## src/rtl/sha3_pkg.sv

```systemverilog
// Shared types and helpers for the SHA-3 absorb datapath: lane geometry,
// packer FSM states and the flat-state to 5x5x64 lane array mapping.
package sha3_pkg;

  localparam int STATE_W = 1600;
  localparam int LANE_W  = 64;

  typedef logic [4:0][4:0][LANE_W-1:0] state_arr_t;

  typedef enum logic {FILL, FULL} pack_st_e;

  // Lane (x,y) occupies bits 64*(5y+x) .. 64*(5y+x)+63 of the flat state.
  function automatic state_arr_t to_state_arr(input logic [STATE_W-1:0] s);
    state_arr_t a;
    for (int x = 0; x < 5; x++) begin
      for (int y = 0; y < 5; y++) begin
        a[x][y] = s[LANE_W*(5*y+x) +: LANE_W];
      end
    end
    return a;
  endfunction

endpackage

```

## src/rtl/sha3_state_map.sv

```systemverilog
// Combinational flat-state to lane-array view; also reused at the
// permutation output.
module sha3_state_map
  import sha3_pkg::*;
(
  input  logic [STATE_W-1:0] s_i,
  output state_arr_t         a_o
);

  assign a_o = to_state_arr(s_i);

endmodule

```

## src/rtl/sha3_absorb_packer.sv

```systemverilog
// Packs DIN_W-bit beats into the 1600-bit Keccak state with backpressure,
// abort and zero-bubble hand-off. Optional index checking: SHA3_DIX_CHECK_EN.
module sha3_absorb_packer
  import sha3_pkg::*;
#(
  parameter int DIN_W = 200,
  parameter int IX_W  = 3
) (
  input  logic                                 clk,
  input  logic                                 reset,
  input  logic                                 pushin,
  input  logic [DIN_W-1:0]                     din,
  input  logic [IX_W-1:0]                      dix,
  input  logic                                 clr,
  input  logic                                 stopin,
  output logic                                 stopout,
  output logic                                 pushout,
  output logic [4:0][4:0][63:0]                A,
  output logic [(STATE_W/DIN_W)*IX_W-1:0]      doutix,
  output logic                                 error
);

  localparam int NBEATS = STATE_W / DIN_W;
  localparam int CNT_W  = (NBEATS > 1) ? $clog2(NBEATS) : 1;
  localparam logic [CNT_W-1:0] LAST_BEAT = CNT_W'(NBEATS - 1);

  if (STATE_W % DIN_W != 0) begin : g_bad_din_w
    $error("DIN_W must divide 1600 exactly");
  end
  if ((2 ** IX_W) < NBEATS) begin : g_bad_ix_w
    $error("IX_W too narrow to index every beat");
  end

  pack_st_e                 st_q, st_d;
  logic [CNT_W-1:0]         cnt_q, cnt_d;
  logic [STATE_W-1:0]       s_q, s_d;
  logic [NBEATS*IX_W-1:0]   ix_q, ix_d;
  logic                     accept;
  logic                     bad_ix;
  logic                     wr_en;
  logic [CNT_W-1:0]         wr_idx;

  assign stopout = (st_q == FULL) && stopin;
  assign accept  = pushin && !stopout;
  // An abort in FILL makes the beat of the same cycle land in slot 0.
  assign wr_idx  = ((st_q == FILL) && clr) ? '0 : cnt_q;

`ifdef SHA3_DIX_CHECK_EN
  logic err_q;

  assign bad_ix = accept && (dix != IX_W'(wr_idx));
  assign error  = err_q;

  always_ff @(posedge clk or negedge reset) begin
    if (!reset) err_q <= 1'b0;
    else        err_q <= err_q | bad_ix;
  end
`else
  assign bad_ix = 1'b0;
  assign error  = 1'b0;
`endif

  assign wr_en = accept && !bad_ix;

  always_comb begin
    st_d  = st_q;
    cnt_d = cnt_q;
    s_d   = s_q;
    ix_d  = ix_q;
    if ((st_q == FULL) && !stopin) st_d = FILL;
    if ((st_q == FILL) && clr)     cnt_d = '0;
    if (bad_ix) begin
      cnt_d = '0;
      st_d  = FILL;
    end else if (wr_en) begin
      for (int b = 0; b < NBEATS; b++) begin
        if (wr_idx == CNT_W'(b)) begin
          s_d[b*DIN_W +: DIN_W] = din;
          ix_d[b*IX_W +: IX_W]  = dix;
        end
      end
      // Wrap at NBEATS-1 explicitly; NBEATS need not be a power of two.
      if (wr_idx == LAST_BEAT) begin
        cnt_d = '0;
        st_d  = FULL;
      end else begin
        cnt_d = wr_idx + 1'b1;
      end
    end
  end

  always_ff @(posedge clk or negedge reset) begin
    if (!reset) begin
      st_q  <= FILL;
      cnt_q <= '0;
      s_q   <= '0;
      ix_q  <= '0;
    end else begin
      st_q  <= st_d;
      cnt_q <= cnt_d;
      s_q   <= s_d;
      ix_q  <= ix_d;
    end
  end

  assign pushout = (st_q == FULL);
  assign doutix  = ix_q;

  sha3_state_map u_map (
    .s_i (s_q),
    .a_o (A)
  );

endmodule
```

## config.mk

```make
export PLATFORM = sky130hd
export DESIGN_NAME = sha3_absorb_packer
export DESIGN_NICKNAME = d
export VERILOG_FILES = /design/src/rtl/sha3_pkg.sv /design/src/rtl/sha3_state_map.sv /design/src/rtl/sha3_absorb_packer.sv
export SDC_FILE = /design/constraint.sdc
export NUM_CORES = 2
export LEC_CHECK = 0
export ABC_AREA = 1
export ABC_CLOCK_PERIOD_IN_PS = 2000
export CAP_MARGIN = 10
export CORE_AREA = 8 8 708 710
export CTS_CLUSTER_DIAMETER = 40
export DETAILED_ROUTE_END_ITERATION = 8
export DIE_AREA = 0 0 716 718
export GPL_TIMING_DRIVEN = 1
export PLACE_DENSITY_LB_ADDON = 0.05
export SLEW_MARGIN = 5
export SYNTH_ARGS = -nofsm -noshare
export SYNTH_HDL_FRONTEND = slang
export SYNTH_HIERARCHICAL = 1
export SYNTH_SLANG_ARGS = --single-unit
```

## constraint.sdc

```tcl
create_clock -name clk -period 2 [get_ports clk]
set_input_delay 0.3 -clock clk [delete_from_list [all_inputs] [get_ports clk]]
set_output_delay 0.3 -clock clk [all_outputs]
set_load 0.1 [all_outputs]
```

==> impl_metrics.yaml <==
floorplan:
  dieArea_mm2: 0.514
  row_count: 258
  pin_count: 1835
  die_x_um: 716
  die_y_um: 718
  initial_utilization: 0.154
  core_region_area_mm2: 0.491
finish:
  drive_gt1_frac: 0.322
  final_area_mm2: 0.110
  final_nets: 9868
  final_cell_mix: "nand2_1, buf_4, dfrtp_1"
  multi_input_comb_area_mm2: 0.0203
  fin_util: 0.225
  area_growth_pct: 45.9
  final.fill_count: 53600
  ff_latch_area_mm2: 0.0407
  layout_commonest_cell: "nand2_1"
  final_cell_count_no_fill: 16500
run_status:
  violations: "setup timing"
  status: "finished, violations left"
synthesis:
  synth_nets: 9030
  avgSynthCellArea_um2: 8.58
  synthCells: 8816
  syn_area_mm2: 0.0757
  yosysUniqueCellTypes: 18
  yosys_warnings: 6
  ys_ff_latch: 1628
  yosysSeqAreaShare: 0.538
route:
  vias_per_cell: 3.70
  dr.pass1.iters: 5
  wire_per_inst_um: 30.9
  vias: 61200
  dr.first_iter.drc_count: 3739
  wl_mm: 511
  antenna_violating_nets_post_route: 0
  route.detailed.drc: 0
hold_path:
  hp-class: "in -> reg"
place:
  port_buffers: 1833
  dpl.hpwl_mm: 366
  placedInstanceArea_mm2: 0.0900
  globalplace.congestion: 0.785
  post-place-ws_ns: -0.584
  dp_cells: 15500
timing:
  worst_pin_slew_ns: 0.853
  fmax_mhz: 436
  final_hold_viol_count: 0
  finalCritPeriodShare: 1.15
  setup_slack_ns: -0.294
  rsz0062_at_grt: "true"
  fin_hold_ws_ns: 0.119
  setup_viol: 1670
  skew_ns: 0.0861
  drv_slew: 0
  max-slew-margin-rel: 0.430
  fin_crit_ns: 2.29
  tns_ns: -291.57
flow_run:
  cap_violations: 0
worst_setup_path:
  start_kind: "flop"
  crit_required_ns: 2.87
  arrival_ns: 3.16
  rrSetupSlack_ns: -0.29
  worst_setup_path_end_kind: "flop"
  cp_max_fo: 6
  crit_type: "reg -> reg"
clock_network:
  clkTransAtPathRegs_ns: 0.04
  cts_tree: "built"
  cts-root-buf: "clkbuf_16"
  clock_latency_ns: 0.99
  cts_max_path_buffers: 4
  cts_inserted_buffers: 451
  htreeDepth: 5
  clock_sinks: 1628
pwr:
  cellPowerDensity_mw_per_mm2: 2200
  comb_power_share: 0.481
  power_frac_clock: 0.313
  vdd_drop_max_mv: 1.16
  seq_power_share: 0.205
  internal_power_mw: 114
  p_switching_mw: 128
  switching_share: 0.530
  finalPower_mw: 242
  p_leak_nw: 56.9
global_route:
  grt_use_total: 0.186
  grt_pass1_wl_mm: 652
  antenna_found_initial: 60
  grt_overflow_total: 0
  grt_pass1_vias: 63900
  grt_start_max_net_pins: 87
==> cell usage after synthesis (all sizes together) <==
cell | n | share of area
a21oi | 2 | 0.00013
o21ai | 407 | 0.027
nand2 | 3869 | 0.19
xor2 | 1 | 0.00012
nand3 | 612 | 0.040
buf | 1879 | 0.18
clkbuf | 391 | 0.023
dfrtp | 1628 | 0.54
ha | 6 | 0.00099
inv | 10 | 0.00050
nor2 | 10 | 0.00073
conb | 1 | 0.000050
==> area by class of cell <==
type | count | area share
sequential | 1628 | 0.369
inverter | 10 | 0.000612
tap | 6500 | 0.0737
clock inverter | 171 | 0.0250
multi-input combinational | 4908 | 0.184
timing repair buffer | 2655 | 0.228
antenna | 22 | 0.000499
clock buffer | 648 | 0.120
==> timing repair <==
item	in CTS	in global routing
setup buffers	33	36
resized for setup	82	201
setup endpoints to repair	3235	3105
endpoints found under the hold margin	1673	0
cloned	25	43
hold buffers	75	0
pin swaps	11	18
==> flip-flops by register name (all words and copies together), names as in the netlist <==
signal	count
s_q	1600
doutix	24
cnt_q	3
pushout	1
==> per-layer routing <==
layer,track usage,share of wire,routed length [µm],vias to the layer above
li1,-,-,-,27600
met1,0.216,0.40,203000,30900
met2,0.327,0.50,253000,2043
met3,0.0525,0.068,34600,652
met4,0.0644,0.038,19700,14
met5,0,0.00020,103,-
==> path summary, 6_finish.rpt <==
path,end,cells past startpoint,from
max in group asynchronous,s_q[376],3,reset
setup reg to reg,s_q[1523],15,pushout
hold reg to reg,s_q[112],2,s_q[112]
hold / removal,s_q[828],4,din[28]
min in group asynchronous,s_q[388],3,reset
setup / recovery,s_q[1523],15,pushout
==> kinds of logic after synthesis <==
| kind of cell | share of synthesized area |
|---|---|
| AO/OA/AOI/OAI | 0.0271 |
| flip-flops | 0.538 |
| XOR/XNOR | 0.000116 |
| AND/OR/NAND/NOR | 0.233 |
| adder cells (fa/ha/maj) | 0.000992 |
| other | 0.0000496 |
| buffers and inverters | 0.200 |
==> worst max-delay path, stage by stage, from the launching register on <==
cell and delay [ns]:
dfrtp_4 0.50, inv_8 0.10, nand2_8 0.09, nand2_4 0.10, inv_2 0.06, buf_6 0.11, ha_4 0.17, ha_4 0.17
inv_8 0.06, nor2_4 0.04, buf_12 0.14, buf_16 0.16, buf_12 0.17, clkbuf_16 0.15, nand2_1 0.06, nand2_1 0.06
==> power by group through the flow <==
stage / sequential, mW / combinational, mW / clock (mW)
floorplan: 48.3 / 97.9 / 0
global placement: 50.0 / 117 / 0
detailed placement: 50.1 / 117 / 0
CTS: 49.8 / 118 / 77.9
global route: 51.0 / 120 / 79.5
finish: 49.8 / 117 / 76.0
(Power assumes the default switching activity.)
==> patch (config.mk and constraints unchanged) <==
The option `SHA3_DIX_CHECK_EN` is turned on by a define.
--- a/src/rtl/sha3_absorb_packer.sv
+++ b/src/rtl/sha3_absorb_packer.sv
@@ -2,2 +2,4 @@
 // abort and zero-bubble hand-off. Optional index checking: SHA3_DIX_CHECK_EN.
+`define SHA3_DIX_CHECK_EN
+
 module sha3_absorb_packer
Function: not settled (the Yosys comparison gave no result); the edit may change what the design does.
==> patch against the unedited design <==
  * The run still ends with negative setup slack left
  * Clock skew increased by 0.0029 ns
  * Sequential cell count increased by 1
  * Synthesized cell count increased by 2.8%
  * Wire length increased by 7.2%
  * Largest cell class unchanged
  * Area after synthesis increased by 5.4%
  * Setup slack got worse by 0.16 ns
  * Cell area increased by 5.7%
Power is not compared: it rests on default switching activity, and its combinational part moved more than twofold at a synthesized area within 25%.
==> patch: results (changes against the unedited design) <==
placed insts 15676 (+1.2%); gpl congestion 0.790 (+0.59%); top sig layer met5; Mapped Nets 9278 (+2.7%); Crit Path Max Fanout 58 (+52); outcome complete, but fails checks; Worst Hold Path EP s_q[402]$_DFFE_PN0P_; met2 GRT Util 0.331 (+0.00322); flops & latches, synth 1629 (+0.061%); sequential share of the synthesized area 0.511 (-0.0271); R2R depth 12 (-3); failing checks negative setup slack; worst hold slack 0.106 ns (-0.0129 ns); GR Util met1 0.242 (+0.0264); Final non-clock buffer share 0.248 (+0.0200); cell depth of the worst hold path 4 (unchanged); clock skew 0.0891 ns (+0.00295 ns); post-route insts no fill 16743 (+1.2%); cts bufs inserted 439 (-2.7%); drt total wl 548000 µm (+7.2%); Final WS setup -0.450 ns (-0.156 ns); CP max-delay cell dfrtp_4; first-pass GRT wire length 705000 µm (+8.2%); Synth top cells by count nand2_1 (3257), buf_4 (1645), dfrtp_1 (1629); #MultiIn Comb 4901 (-0.14%); vias in the first global route 70942 (+11%); Hold Startpoint din[2]; 1st-iter DRT viols 4988 (+33%); clock-cell share of area 0.132 (-0.0121); wire length on met3 37900 µm (+9.3%); via/cell ratio 4.14 (+12%); DP Wirelength 382000 µm (+4.4%); Syn Area/Cell 8.79 µm² (+2.5%); Layout fillers 53053 (-0.98%); wl on met1 226000 µm (+11%); share of layout cells above drive strength 1 0.350 (+0.0278); n_diodes 24 (+9.1%); Synth cell types 22 (+4); # setup viols final 1852 (+11%); area of the multi-input gates 23200 µm² (+14%); largest net degree at the start of global routing 77 (-11%); Signal buffers 2857 (+7.6%); end of the critical path s_q[925]$_DFFE_PN0P_; combinational power share 0.153; Post-synth EDFFs 0 (unchanged); Final nets 10065 (+2.0%); DR WL met2 259000 µm (+2.5%); initial antenna violation count 57 (-5.0%); Synth area leaders dfrtp_1 (51%), buf_4 (15%), nand2_1 (15%); # clk buffers 618 (-4.6%)
-- patch: logic make-up after synthesis --
kind of cell    after synthesis  synth area share
flops                      1629             0.511
simple gates               4892             0.281
compound gates                6          0.000487
fa+ha+maj                     3          0.000471
buf+inv                    2537             0.206
-- patch: what timing repair did --
action                      CTS  global route
hold endpoints to repair   1368             0
cloned                       58            59
hold buffers                 12             0
pin swaps                    18            85
gates resized for setup     296           203
buffers inserted             85            33
setup endpoints to repair  3238          3124
-- patch: metrics by stage --
| stage | TNS, ns | cell area (µm²) | total power, mW | worst slack [ns] |
|---|---|---|---|---|
| floorplan | -0.793 | 79900 | 49.4 | -0.00510 |
| global placement | -1372.94 | 95100 | 55.0 | -0.983 |
| detailed placement | -1346.41 | 95100 | 55.0 | -0.998 |
| CTS | -686.14 | 114000 | 131 | -0.478 |
| global route | -751.63 | 117000 | 134 | -0.522 |
| finish | -524.01 | 117000 | 129 | -0.450 |
